**src/rtl/scroll_pointer_ctrl_if.sv**
```systemverilog
// Button/switch inputs and pointer outputs of the scroll pointer controller.
// The master drives the raw buttons; the controller (slave) drives the pointer side.
interface scroll_pointer_ctrl_if;
  logic       btn_step;
  logic       btn_mode;
  logic       dir;
  logic [3:0] pointer;
  logic       auto_mode;
  logic       step_pulse;

  modport master (
    output btn_step, btn_mode, dir,
    input  pointer, auto_mode, step_pulse
  );

  modport slave (
    input  btn_step, btn_mode, dir,
    output pointer, auto_mode, step_pulse
  );
endinterface

```
**src/rtl/scroll_pointer_ctrl.sv**
```systemverilog
// Message pointer controller for the rotating seven-segment display.
// Provides auto/manual rotation, a debounced manual step and direction control.
module scroll_pointer_debounce #(
  parameter int DEBOUNCE_CYCLES = 20000
) (
  input  logic clk,
  input  logic reset,
  input  logic sync_i,
  output logic press_o
);
  localparam int CNT_W = (DEBOUNCE_CYCLES > 2) ? $clog2(DEBOUNCE_CYCLES) : 1;
  localparam logic [CNT_W-1:0] CNT_LAST = CNT_W'(DEBOUNCE_CYCLES - 1);
  localparam logic [CNT_W-1:0] CNT_ONE  = CNT_W'(1);

  typedef enum logic [1:0] {
    IDLE      = 2'd0,
    ARMING    = 2'd1,
    HELD      = 2'd2,
    RELEASING = 2'd3
  } state_e;

  state_e           state_q, state_d;
  logic [CNT_W-1:0] cnt_q, cnt_d;
  logic             press_q, press_d;

  always_ff @(posedge clk or posedge reset) begin
    if (reset) begin
      state_q <= IDLE;
      cnt_q   <= '0;
      press_q <= 1'b0;
    end else begin
      state_q <= state_d;
      cnt_q   <= cnt_d;
      press_q <= press_d;
    end
  end

  // The count holds the number of stable samples seen so far; the sample that
  // would bring it to DEBOUNCE_CYCLES completes the transition instead.
  always_comb begin
    state_d = state_q;
    cnt_d   = cnt_q;
    unique case (state_q)
      IDLE: begin
        if (sync_i) begin
          state_d = ARMING;
          cnt_d   = CNT_ONE;
        end
      end
      ARMING: begin
        if (!sync_i) begin
          state_d = IDLE;
          cnt_d   = '0;
        end else if (cnt_q == CNT_LAST) begin
          state_d = HELD;
          cnt_d   = '0;
        end else begin
          cnt_d = cnt_q + CNT_ONE;
        end
      end
      HELD: begin
        if (!sync_i) begin
          state_d = RELEASING;
          cnt_d   = CNT_ONE;
        end
      end
      RELEASING: begin
        if (sync_i) begin
          state_d = HELD;
          cnt_d   = '0;
        end else if (cnt_q == CNT_LAST) begin
          state_d = IDLE;
          cnt_d   = '0;
        end else begin
          cnt_d = cnt_q + CNT_ONE;
        end
      end
      default: begin
        state_d = IDLE;
        cnt_d   = '0;
      end
    endcase
  end

  always_comb begin
    press_d = (state_q == ARMING) && sync_i && (cnt_q == CNT_LAST);
  end

  assign press_o = press_q;
endmodule

module scroll_pointer_ctrl #(
  parameter int DEBOUNCE_CYCLES = 20000,
  parameter int STEP_PERIOD     = 8388607
) (
  input  logic                 clk,
  input  logic                 reset,
  scroll_pointer_ctrl_if.slave bus
);
  localparam int PER_W = (STEP_PERIOD > 2) ? $clog2(STEP_PERIOD) : 1;
  localparam logic [PER_W-1:0] PER_RELOAD = PER_W'(STEP_PERIOD - 1);
  localparam logic [PER_W-1:0] PER_ONE    = PER_W'(1);

  // Bit order in the synchronizer vectors: {dir, mode, step}.
  logic [2:0]       meta_q, sync_q;
  logic             step_press, mode_press;
  logic [PER_W-1:0] period_q, period_d;
  logic [3:0]       pointer_q, pointer_d;
  logic             auto_q, auto_d;
  logic             pulse_q, pulse_d;
  logic             expire, do_step;

  function automatic logic [3:0] step_ptr(input logic [3:0] ptr, input logic dec);
    return dec ? (ptr - 4'd1) : (ptr + 4'd1);
  endfunction

  always_ff @(posedge clk or posedge reset) begin
    if (reset) begin
      meta_q <= '0;
      sync_q <= '0;
    end else begin
      meta_q <= {bus.dir, bus.btn_mode, bus.btn_step};
      sync_q <= meta_q;
    end
  end

  scroll_pointer_debounce #(.DEBOUNCE_CYCLES(DEBOUNCE_CYCLES)) u_db_step (
    .clk     (clk),
    .reset   (reset),
    .sync_i  (sync_q[0]),
    .press_o (step_press)
  );

  scroll_pointer_debounce #(.DEBOUNCE_CYCLES(DEBOUNCE_CYCLES)) u_db_mode (
    .clk     (clk),
    .reset   (reset),
    .sync_i  (sync_q[1]),
    .press_o (mode_press)
  );

  // A timer expiry is ignored while the mode is toggling, since the mode change
  // restarts the period; a step press always wins and merges with an expiry.
  always_comb begin
    auto_d    = auto_q ^ mode_press;
    expire    = auto_q && !mode_press && (period_q == '0);
    do_step   = step_press || expire;
    period_d  = period_q - PER_ONE;
    if (!auto_d || mode_press || do_step) begin
      period_d = PER_RELOAD;
    end
    pointer_d = do_step ? step_ptr(pointer_q, sync_q[2]) : pointer_q;
    pulse_d   = do_step;
  end

  always_ff @(posedge clk or posedge reset) begin
    if (reset) begin
      period_q  <= PER_RELOAD;
      pointer_q <= '0;
      auto_q    <= 1'b1;
      pulse_q   <= 1'b0;
    end else begin
      period_q  <= period_d;
      pointer_q <= pointer_d;
      auto_q    <= auto_d;
      pulse_q   <= pulse_d;
    end
  end

  assign bus.pointer    = pointer_q;
  assign bus.auto_mode  = auto_q;
  assign bus.step_pulse = pulse_q;
endmodule

```
**src/flat_wrapper.sv**
```systemverilog
// flat-port wrapper written by rule: the top's interface ports become plain ports
module scroll_pointer_ctrl_flat 
#(
  parameter int DEBOUNCE_CYCLES = 20000,
  parameter int STEP_PERIOD     = 8388607
)
  (clk, reset, bus_btn_step, bus_btn_mode, bus_dir, bus_pointer, bus_auto_mode, bus_step_pulse);
  scroll_pointer_ctrl_if bus_i ();
  input  logic clk;
  input  logic reset;
  input wire logic [$bits(bus_i.btn_step)-1:0] bus_btn_step;
  input wire logic [$bits(bus_i.btn_mode)-1:0] bus_btn_mode;
  input wire logic [$bits(bus_i.dir)-1:0] bus_dir;
  output wire logic [$bits(bus_i.pointer)-1:0] bus_pointer;
  output wire logic [$bits(bus_i.auto_mode)-1:0] bus_auto_mode;
  output wire logic [$bits(bus_i.step_pulse)-1:0] bus_step_pulse;
  assign bus_i.btn_step = bus_btn_step;
  assign bus_i.btn_mode = bus_btn_mode;
  assign bus_i.dir = bus_dir;
  assign bus_pointer = bus_i.pointer;
  assign bus_auto_mode = bus_i.auto_mode;
  assign bus_step_pulse = bus_i.step_pulse;
  scroll_pointer_ctrl #(.DEBOUNCE_CYCLES(DEBOUNCE_CYCLES), .STEP_PERIOD(STEP_PERIOD)) u_core (.clk(clk), .reset(reset), .bus(bus_i));
endmodule
```
**config.mk**
```make
export PLATFORM = sky130hd
export DESIGN_NAME = scroll_pointer_ctrl_flat
export DESIGN_NICKNAME = d
export VERILOG_FILES = /design/src/rtl/scroll_pointer_ctrl_if.sv /design/src/rtl/scroll_pointer_ctrl.sv /design/src/flat_wrapper.sv
export SDC_FILE = /design/constraint.sdc
export NUM_CORES = 1
export LEC_CHECK = 0
export BUFFER_PORTS_ARGS = -buffer_cell sky130_fd_sc_hd__buf_4
export CORE_ASPECT_RATIO = 1.2
export CORE_UTILIZATION = 55
export DETAILED_ROUTE_END_ITERATION = 6
export PLACE_DENSITY = 0.8
export SETUP_SLACK_MARGIN = 0.3
export SLEW_MARGIN = 20
export SYNTH_ARGS = -nofsm -noshare
export SYNTH_HDL_FRONTEND = slang
export SYNTH_SLANG_ARGS = --single-unit
```
**constraint.sdc**
```tcl
create_clock -name clk -period 2.2 [get_ports clk]
set_input_delay 0 -clock clk [delete_from_list [all_inputs] [get_ports clk]]
set_output_delay 0 -clock clk [all_outputs]
set_load 0.02 [all_outputs]
```
[Yosys cells after proc, flatten, opt, wreduce, memory -nomap -nowiden]
Index checks and enable logic that the tools add are counted.
W data, S select, Z words.
Operators by class
  equality and inequality tests: 16
  magnitude comparators: 0
  shifts and indexed selects: 0
  mux-type cells: 28
  bitwise logic cells: 1
  multipliers: 0
  reduce and logical (&&, ||, !) cells: 18
  $add $sub $neg: 5
  div/mod/pow operators: 0
Operator list (number)
  $mux W15: 10
  $pmux W15 S4: 2
  $add A15 B1 Y15 const B: 2
  $eq A15 B15 Y1 const B: 2
  $mux W2: 12
  $logic_not A23 Y1: 1
  $mux W23: 1
  $sub A23 B1 Y23 const B: 1
  $pmux W2 S4: 2
  $eq A2 B2 Y1 const B: 4
  $reduce_and A4 Y1: 2
  $logic_and A1 B1 Y1: 6
  $ne A3 B2 Y1 const B: 2
  $ne A3 B3 Y1 const B: 2
  $add A4 B1 Y4 const B: 1
  $eq A2 B1 Y1 const B: 2
  $logic_not A2 Y1: 2
  $mux W4: 1
  $ne A2 B1 Y1 const B: 2
  $ne A2 B2 Y1 const B: 2
  $reduce_and A2 Y1: 2
  $sub A4 B1 Y4 const B: 1
  $logic_or A1 B1 Y1: 3
  $logic_not A1 Y1: 2
  $xor A1 B1 Y1: 1
Storage, ports and cells
  bits in read-only memories: 0
  memories kept: 0
  output and inout bits: 6
  latch bits: 0
  bits of input ports: 5
  bits in writable memories: 0
  register bits: 71

[Logic depth before layout (Yosys ltp)]
Gate-level depths: netlist (run 1).
  depth after elaboration: 6
  depth in mapped cells: 8

[By module]
From an unflattened synthesis (run 1), not the netlist that was laid out.
Unflattened totals
  cell total of the unflattened synthesis: 360
  area total of the unflattened synthesis: 3841.2 µm²
Modules (own cells, without submodules)
  scroll_pointer_debounce: times used 2, area an instance 1039.7 µm², cells an instance 101
  scroll_pointer_ctrl: times used 1, area an instance 1761.7 µm², cells an instance 158

[Worst setup path after synthesis (run 1)]
Ideal clock, no wire load.
  path kind: flip-flop to flip-flop
  start point: register u_core.period_q[18]
  end point: register u_core.pointer_q[2] (netlist: u_core.bus.pointer[2])
  stages on the path, launching flop included: 6
  path buffers: 0
  data required time: 2.075 ns
  arrival time: 1.950 ns
  path slack: 0.125 ns
  cells stage by stage: dfstp_2 > or4_4 > or3b_4 > o31a_1 > clkinv_2 > mux2_4
On the way
  word-level cells in the longest chain between the ends: 3
RTL lines
  start: declaration: RTL line scroll_pointer_ctrl.sv:107  | logic [PER_W-1:0] period_q, period_d;
  start signal: assignment: RTL line scroll_pointer_ctrl.sv:162  | period_q <= period_d;
  $logic_not A23 Y1: RTL line scroll_pointer_ctrl.sv:145  | expire = auto_q && !mode_press && (period_q == '0);
  $logic_and A1 B1 Y1: RTL line scroll_pointer_ctrl.sv:145
  $logic_or A1 B1 Y1: RTL line scroll_pointer_ctrl.sv:146  | do_step = step_press || expire;
  net u_core.do_step: RTL line scroll_pointer_ctrl.sv:111  | logic expire, do_step;
  end signal: assignment: RTL line scroll_pointer_ctrl.sv:163  | pointer_q <= pointer_d;
  end: declaration: RTL line scroll_pointer_ctrl.sv:108  | logic [3:0] pointer_q, pointer_d;
The timed path passes the listed nets, and every way through them passes these cells.
A chain may end at the register's enable or synchronous reset.

[Worst setup path after layout (run 1)]
  start point: register u_core.period_q[21]
  end point: register u_core.pointer_q[2] (netlist: u_core.bus.pointer[2])
The elaborated chain is that of the path after synthesis.

==> results of run 1 <==
-- layout make-up --
| type | count | area, µm² |
|---|---|---|
| clock buffer | 10 | 138 |
| clock inverter | 6 | 67.6 |
| fill | 449 | 1810 |
| inverter | 15 | 57.6 |
| multi-input combinational | 274 | 1980 |
| sequential | 71 | 1810 |
| tap | 85 | 106 |
| timing repair buffer | 62 | 558 |
-- cells in the final DEF, fill, tap and decap left out, types with 10 or more instances in the layout --
master    count
dfrtp_1      45
buf_4        44
nand2_1      31
dfstp_2      23
nand3_1      20
a31oi_1      14
inv_1        13
nand4_1      11
clkbuf_8     10
-- critical path, stage by stage, from the launching register on --
cell	delay (ps)
dfstp_2	380
or4_4	530
or3b_4	400
o31a_1	300
clkinv_2	80
mux2_4	290
-- path summary, 6_finish.rpt --
kind	from	to
max	u_core.period_q[21]	u_core.bus.pointer[2]
min	reset	u_core.meta_q[1]
max reg2reg	u_core.period_q[21]	u_core.bus.pointer[2]
min reg2reg	u_core.meta_q[0]	u_core.sync_q[0]
max in group asynchronous	reset	u_core.period_q[3]
min in group clk	bus_dir	u_core.meta_q[2]
-- stage by stage --
stage	hold WS, ps	util
2_1_floorplan	31.4	-
3_3_place_gp	110	0.620
3_5_place_dp	112	0.620
4_1_cts	278	0.694
5_1_grt	302	0.723
6_report	283	0.723
-- state kept, by name, summed over array words and instances (netlist names), named ones only --
name,count
u_core.bus.pointer,4
u_core.u_db_mode.state_q,1
u_core.u_db_mode.press_o,1
u_core.bus.step_pulse,1
u_core.meta_q,3
u_core.u_db_step.cnt_q,15
u_core.period_q,23
u_core.bus.auto_mode,1
u_core.u_db_mode.cnt_q,15
u_core.u_db_step.state_q,1
u_core.sync_q,3
u_core.u_db_step.press_o,1
-- kinds of logic (layout without fill, tap and decap cells) --
| group | after synthesis | count (layout) |
|---|---|---|
| AOI/OAI and AO/OA | 72 | 72 |
| xor gates and xnor gates | 16 | 16 |
| adders and majority gates | 8 | 8 |
| buffers and inverters | 32 | 93 |
| DFF | 71 | 71 |
| muxes | 4 | 4 |
| and+or+nand+nor | 174 | 174 |
-- routing by layer --
metal	part of all wire	vias to the layer above	global-route usage
met5	0	-	0
met1	0.41	1635	0.316
met3	0.047	25	0.0473
met4	0.025	0	0.131
met2	0.52	127	0.456
li1	-	1536	-
-- repair_timing --
item                                   4_1_cts  5_1_grt
hold buffers                                 4        0
cloned                                       2        2
setup buffers                               15       11
setup endpoints to repair                   40       55
endpoints found under the hold margin       51        0
resized for setup                           24       27
pin swaps                                   11       10
-- report_power, final --
group / leakage, nW / switching (mW) / internal, mW
logic: 0.852 / 0.380 / 0.281
registers: 0.879 / 0.115 / 1.40
clock network: 0.0993 / 0.529 / 0.560
==> results.json, run 1 <==
{
  "status": "finished clean",
  "num_vias": 3323,
  "cts.path.max_buffers": 2,
  "initialDrtViolationCount": 301,
  "yosys.area_share.simple": 0.275,
  "ys_warn_count": 0,
  "io_buffers": 10,
  "r2r_slack_ps": 140,
  "maxSlewHeadroom": 0.661,
  "antenna_found_initial": 0,
  "synth_cell_types": 56,
  "die_x_um": 77.6,
  "leakage_nw": 1.83,
  "crit_type": "reg -> reg",
  "end_kind": "flip-flop",
  "yosysMostFrequentCell": "dfrtp_1",
  "start_util": 0.578,
  "synth_enable_flop_cells": 0,
  "synth_area_leaders": "dfrtp_1 (32%), dfstp_2 (16%), nand2_1 (4.0%), nand3_1 (3.7%), a31oi_1 (2.5%)",
  "async_reset_ff_frac": 1.00,
  "vdd_drop_max_uv": 551,
  "drt_pass1_iterations": 5,
  "syn_inst": 377,
  "fin_ws_ps": 135,
  "via_per_inst": 6.35,
  "cp.required_ps": 2450,
  "maxCapViolCount": 0,
  "die_h_um": 92.7,
  "ys_seq_area_frac": 0.479,
  "post-route-period-util": 0.939,
  "cts_tree": "done",
  "gp_congestion": 0.781,
  "grt_max_degree": 72,
  "drive_gt1_frac": 0.331,
  "h-tree-depth": 3,
  "setup_viol": 0,
  "dpl-instance-area_um2": 4040,
  "tns_ps": 0,
  "power.density_nw_per_um2": 691,
  "drv_slew": 0,
  "cts-root-buf": "clkbuf_8",
  "grt_pass1_vias": 3275,
  "totalWireLength_mm": 9.26,
  "syn_avg_cell_area_um2": 10.0,
  "synth_top_cell_by_area": "dfrtp_1",
  "routedWlPerCell_um": 17.7,
  "rows": 32,
  "crit_arrival_ps": 2310,
  "min_period_ps": 2060,
  "nNetsFinal": 446,
  "critPathMaxFanout": 3,
  "hp-class": "in -> async",
  "ios": 11,
  "syn-cell-area_um2": 3770,
  "area_growth_pct": 25.1,
  "pre_cts_ws_ps": 74.5,
  "synth.net_count": 390,
  "grt_setup_unrepaired": "true",
  "final_area_um2": 4720,
  "grt_pass1_wl_mm": 14.8,
  "drc": 0,
  "clock_sinks": 71,
  "dp_hpwl_mm": 5.16,
  "cts_inserted_buffers": 9,
  "worst_pin_slew_ps": 502,
  "finalHoldViolCount": 0,
  "synthAdderAreaFrac": 0.0285,
  "synth_compound_area_frac": 0.134,
  "fin_skew_ps": 14.1,
  "ant_nets": 0,
  "synth.mux.area_fraction": 0.0126,
  "synth-main-ff-cell": "dfrtp_1",
  "clk_pin_slew_ps": 90,
  "grt-ovfl-total": 0,
  "ys_ff_latch": 71,
  "yosysTopAreaCellShare": 0.318,
  "max_clock_freq_mhz": 484,
  "start_kind": "flip-flop",
  "synth_top_family_by_area": "simple AND/OR/NAND/NOR gates",
  "instances_no_fill": 523,
  "track_usage": 0.264,
  "antenna_cells": 0,
  "die-area_um2": 7200,
  "floorplan.core_area_um2": 6530,
  "dp.cells": 473,
  "synthXorXnorAreaFrac": 0.0371,
  "synth_commonest_cells": "dfrtp_1 (48), nand2_1 (40), nand3_1 (28)",
  "clock_latency_ps": 360,
  "power_mw": 3.26,
  "ff2ff_path_depth": 5
}
Note: power is estimated with default switching activity, not from simulation.
==> run 2, diff against run 1 <==
HOLD_SLACK_MARGIN = 0.15   (was default)
PLACE_DENSITY = 0.77   (was 0.8)
clock period = 1.99 ns   (was 2.2 ns; I/O delays follow)
==> run 2 against run 1 <==
The run now ends with setup timing left. Die area unchanged. Combinational power increased by 42%. Sequential share of layout area decreased by 2.5 points. Fmax increased by 0.85%. Design area increased by 6.9%. Clock power decreased by 5%. Final cell count increased by 2.9%. Critical path type unchanged. Highest routed layer unchanged.
==> results.json, run 2 (synthesis results as in run 1) <==
{
  "status": "finished with violations",
  "violations": "setup timing",
  "fin_ws_ps": -57.5,
  "grt_util_met3": 0.0542,
  "dpl-instance-area_um2": 4180,
  "crit_arrival_ps": 2300,
  "clock_latency_ps": 360,
  "via_per_inst": 6.25,
  "setup_viol": 6,
  "grt_max_degree": 46,
  "grt_pass1_vias": 3386,
  "instances_no_fill": 538,
  "clk_pin_slew_ps": 90,
  "drv_slew": 0,
  "drt_pass1_iterations": 5,
  "cp.required_ps": 2240,
  "critPathMaxFanout": 3,
  "final_cell_mix": "buf_4 (56), dfrtp_1 (44), nand2_1 (27)",
  "reg_top3": "u_core.period_q x23, u_core.u_db_mode.cnt_q x15, u_core.u_db_step.cnt_q x15",
  "end_kind": "flip-flop",
  "antenna_found_initial": 0,
  "start_util": 0.578,
  "grt-ovfl-total": 0,
  "ant_nets": 0,
  "grt_pass1_wl_mm": 15.2,
  "leakage_nw": 1.92,
  "ff2ff_path_depth": 5,
  "h-tree-depth": 3,
  "ios": 11,
  "hold_ws_ps": 253,
  "post-route-period-util": 1.03,
  "maxCapViolCount": 0,
  "layout_commonest_cell": "buf_4",
  "antenna_cells": 0,
  "track_usage": 0.270,
  "grt_setup_unrepaired": "true",
  "gp_congestion": 0.792,
  "area_growth_pct": 33.8,
  "cts.path.max_buffers": 2,
  "fin_util": 0.773,
  "dp.cells": 485,
  "num_vias": 3364,
  "cts-root-buf": "clkbuf_8",
  "crit_type": "reg -> reg",
  "die-area_um2": 7200,
  "hp-class": "in -> async",
  "die_x_um": 77.6,
  "crit_path_top_delay_cell": "or4_4",
  "drive_gt1_frac": 0.417,
  "slowest_delay_ps": 530,
  "worst_pin_slew_ps": 586,
  "floorplan.core_area_um2": 6530,
  "final_area_um2": 5050,
  "io_buffers": 10,
  "nNetsFinal": 461,
  "min_period_ps": 2050,
  "cts_tree": "done",
  "totalWireLength_mm": 9.65,
  "r2r_slack_ps": -60,
  "r2r-start": "u_core.period_q[18]",
  "path_cells": "or4_4, or3b_4, o31a_1, clkinv_2, mux2_4",
  "max_clock_freq_mhz": 488,
  "largest-register": "u_core.period_q",
  "top_usage_layer": "met2",
  "fin_skew_ps": 11.2,
  "drc": 0,
  "die_h_um": 92.7,
  "crit-reg2reg-capture": "u_core.bus.pointer[2]",
  "largest_reg_flops": 23,
  "vdd_drop_max_uv": 576,
  "rows": 32,
  "start_kind": "flip-flop",
  "cts_inserted_buffers": 9,
  "finalHoldViolCount": 0,
  "initialDrtViolationCount": 262,
  "power.density_nw_per_um2": 728,
  "clock_sinks": 71,
  "maxSlewHeadroom": 0.609,
  "met1_usage": 0.324,
  "met2_usage": 0.455,
  "dp_hpwl_mm": 5.33,
  "routedWlPerCell_um": 17.9
}
[run 2: worst max-delay path, delay by kind of cell, from the launching register on]
kind	cells	cell delay, ps
DFF	1	380
buffers and inverters	1	70
muxes	1	290
AOI/OAI and AO/OA	1	270
and+or+nand+nor	2	950
[run 2: what timing repair did]
item	4_1_cts	5_1_grt
hold buffers	4	0
hold endpoints to repair	40	0
endpoints found under the setup margin	54	60
setup buffers	19	9
pin swaps	18	16
gates cloned	5	0
resized for setup	43	50
[run 2: layer usage]
metal | vias up | routed length, µm
li1 | 1563 | -
met1 | 1671 | 4020
met2 | 105 | 4950
met3 | 25 | 473
met4 | 0 | 208
met5 | - | 0
[run 2: stage by stage]
stage	setup slack (ps)	power (mW)	TNS, ps
CTS	-59.6	3.46	-286
finish	-57.5	3.67	-86.2
floorplan	-84.0	2.12	-84.0
global placement	-33.3	2.26	-33.3
detailed placement	-56.8	2.29	-182
global route	-105	3.83	-756
[run 2: layout make-up]
| type | count | area (µm²) |
|---|---|---|
| Multi-Input combinational cell | 275 | 2230 |
| Sequential cell | 71 | 1810 |
| Fill cell | 409 | 1480 |
| Timing Repair Buffer | 76 | 674 |
| Clock buffer | 10 | 128 |
| Tap cell | 85 | 106 |
| Inverter | 15 | 61.3 |
| Clock inverter | 6 | 37.5 |
[run 2: how the worst max path moves through the flow]
stage / from / to / slack (ps)
floorplan: u_core.period_q[18] / u_core.bus.pointer[2] / -80
global placement: u_core.period_q[18] / u_core.bus.pointer[2] / -30
detailed placement: u_core.period_q[18] / u_core.bus.pointer[2] / -60
CTS: u_core.period_q[18] / u_core.bus.pointer[2] / -60
global route: u_core.period_q[18] / u_core.bus.pointer[2] / -100
finish: u_core.period_q[18] / u_core.bus.pointer[2] / -60
[run 2: power breakdown]
part,internal (mW),switching [mW]
Clock,0.446,0.590
Sequential,1.54,0.152
Combinational,0.384,0.557
Total,2.37,1.30
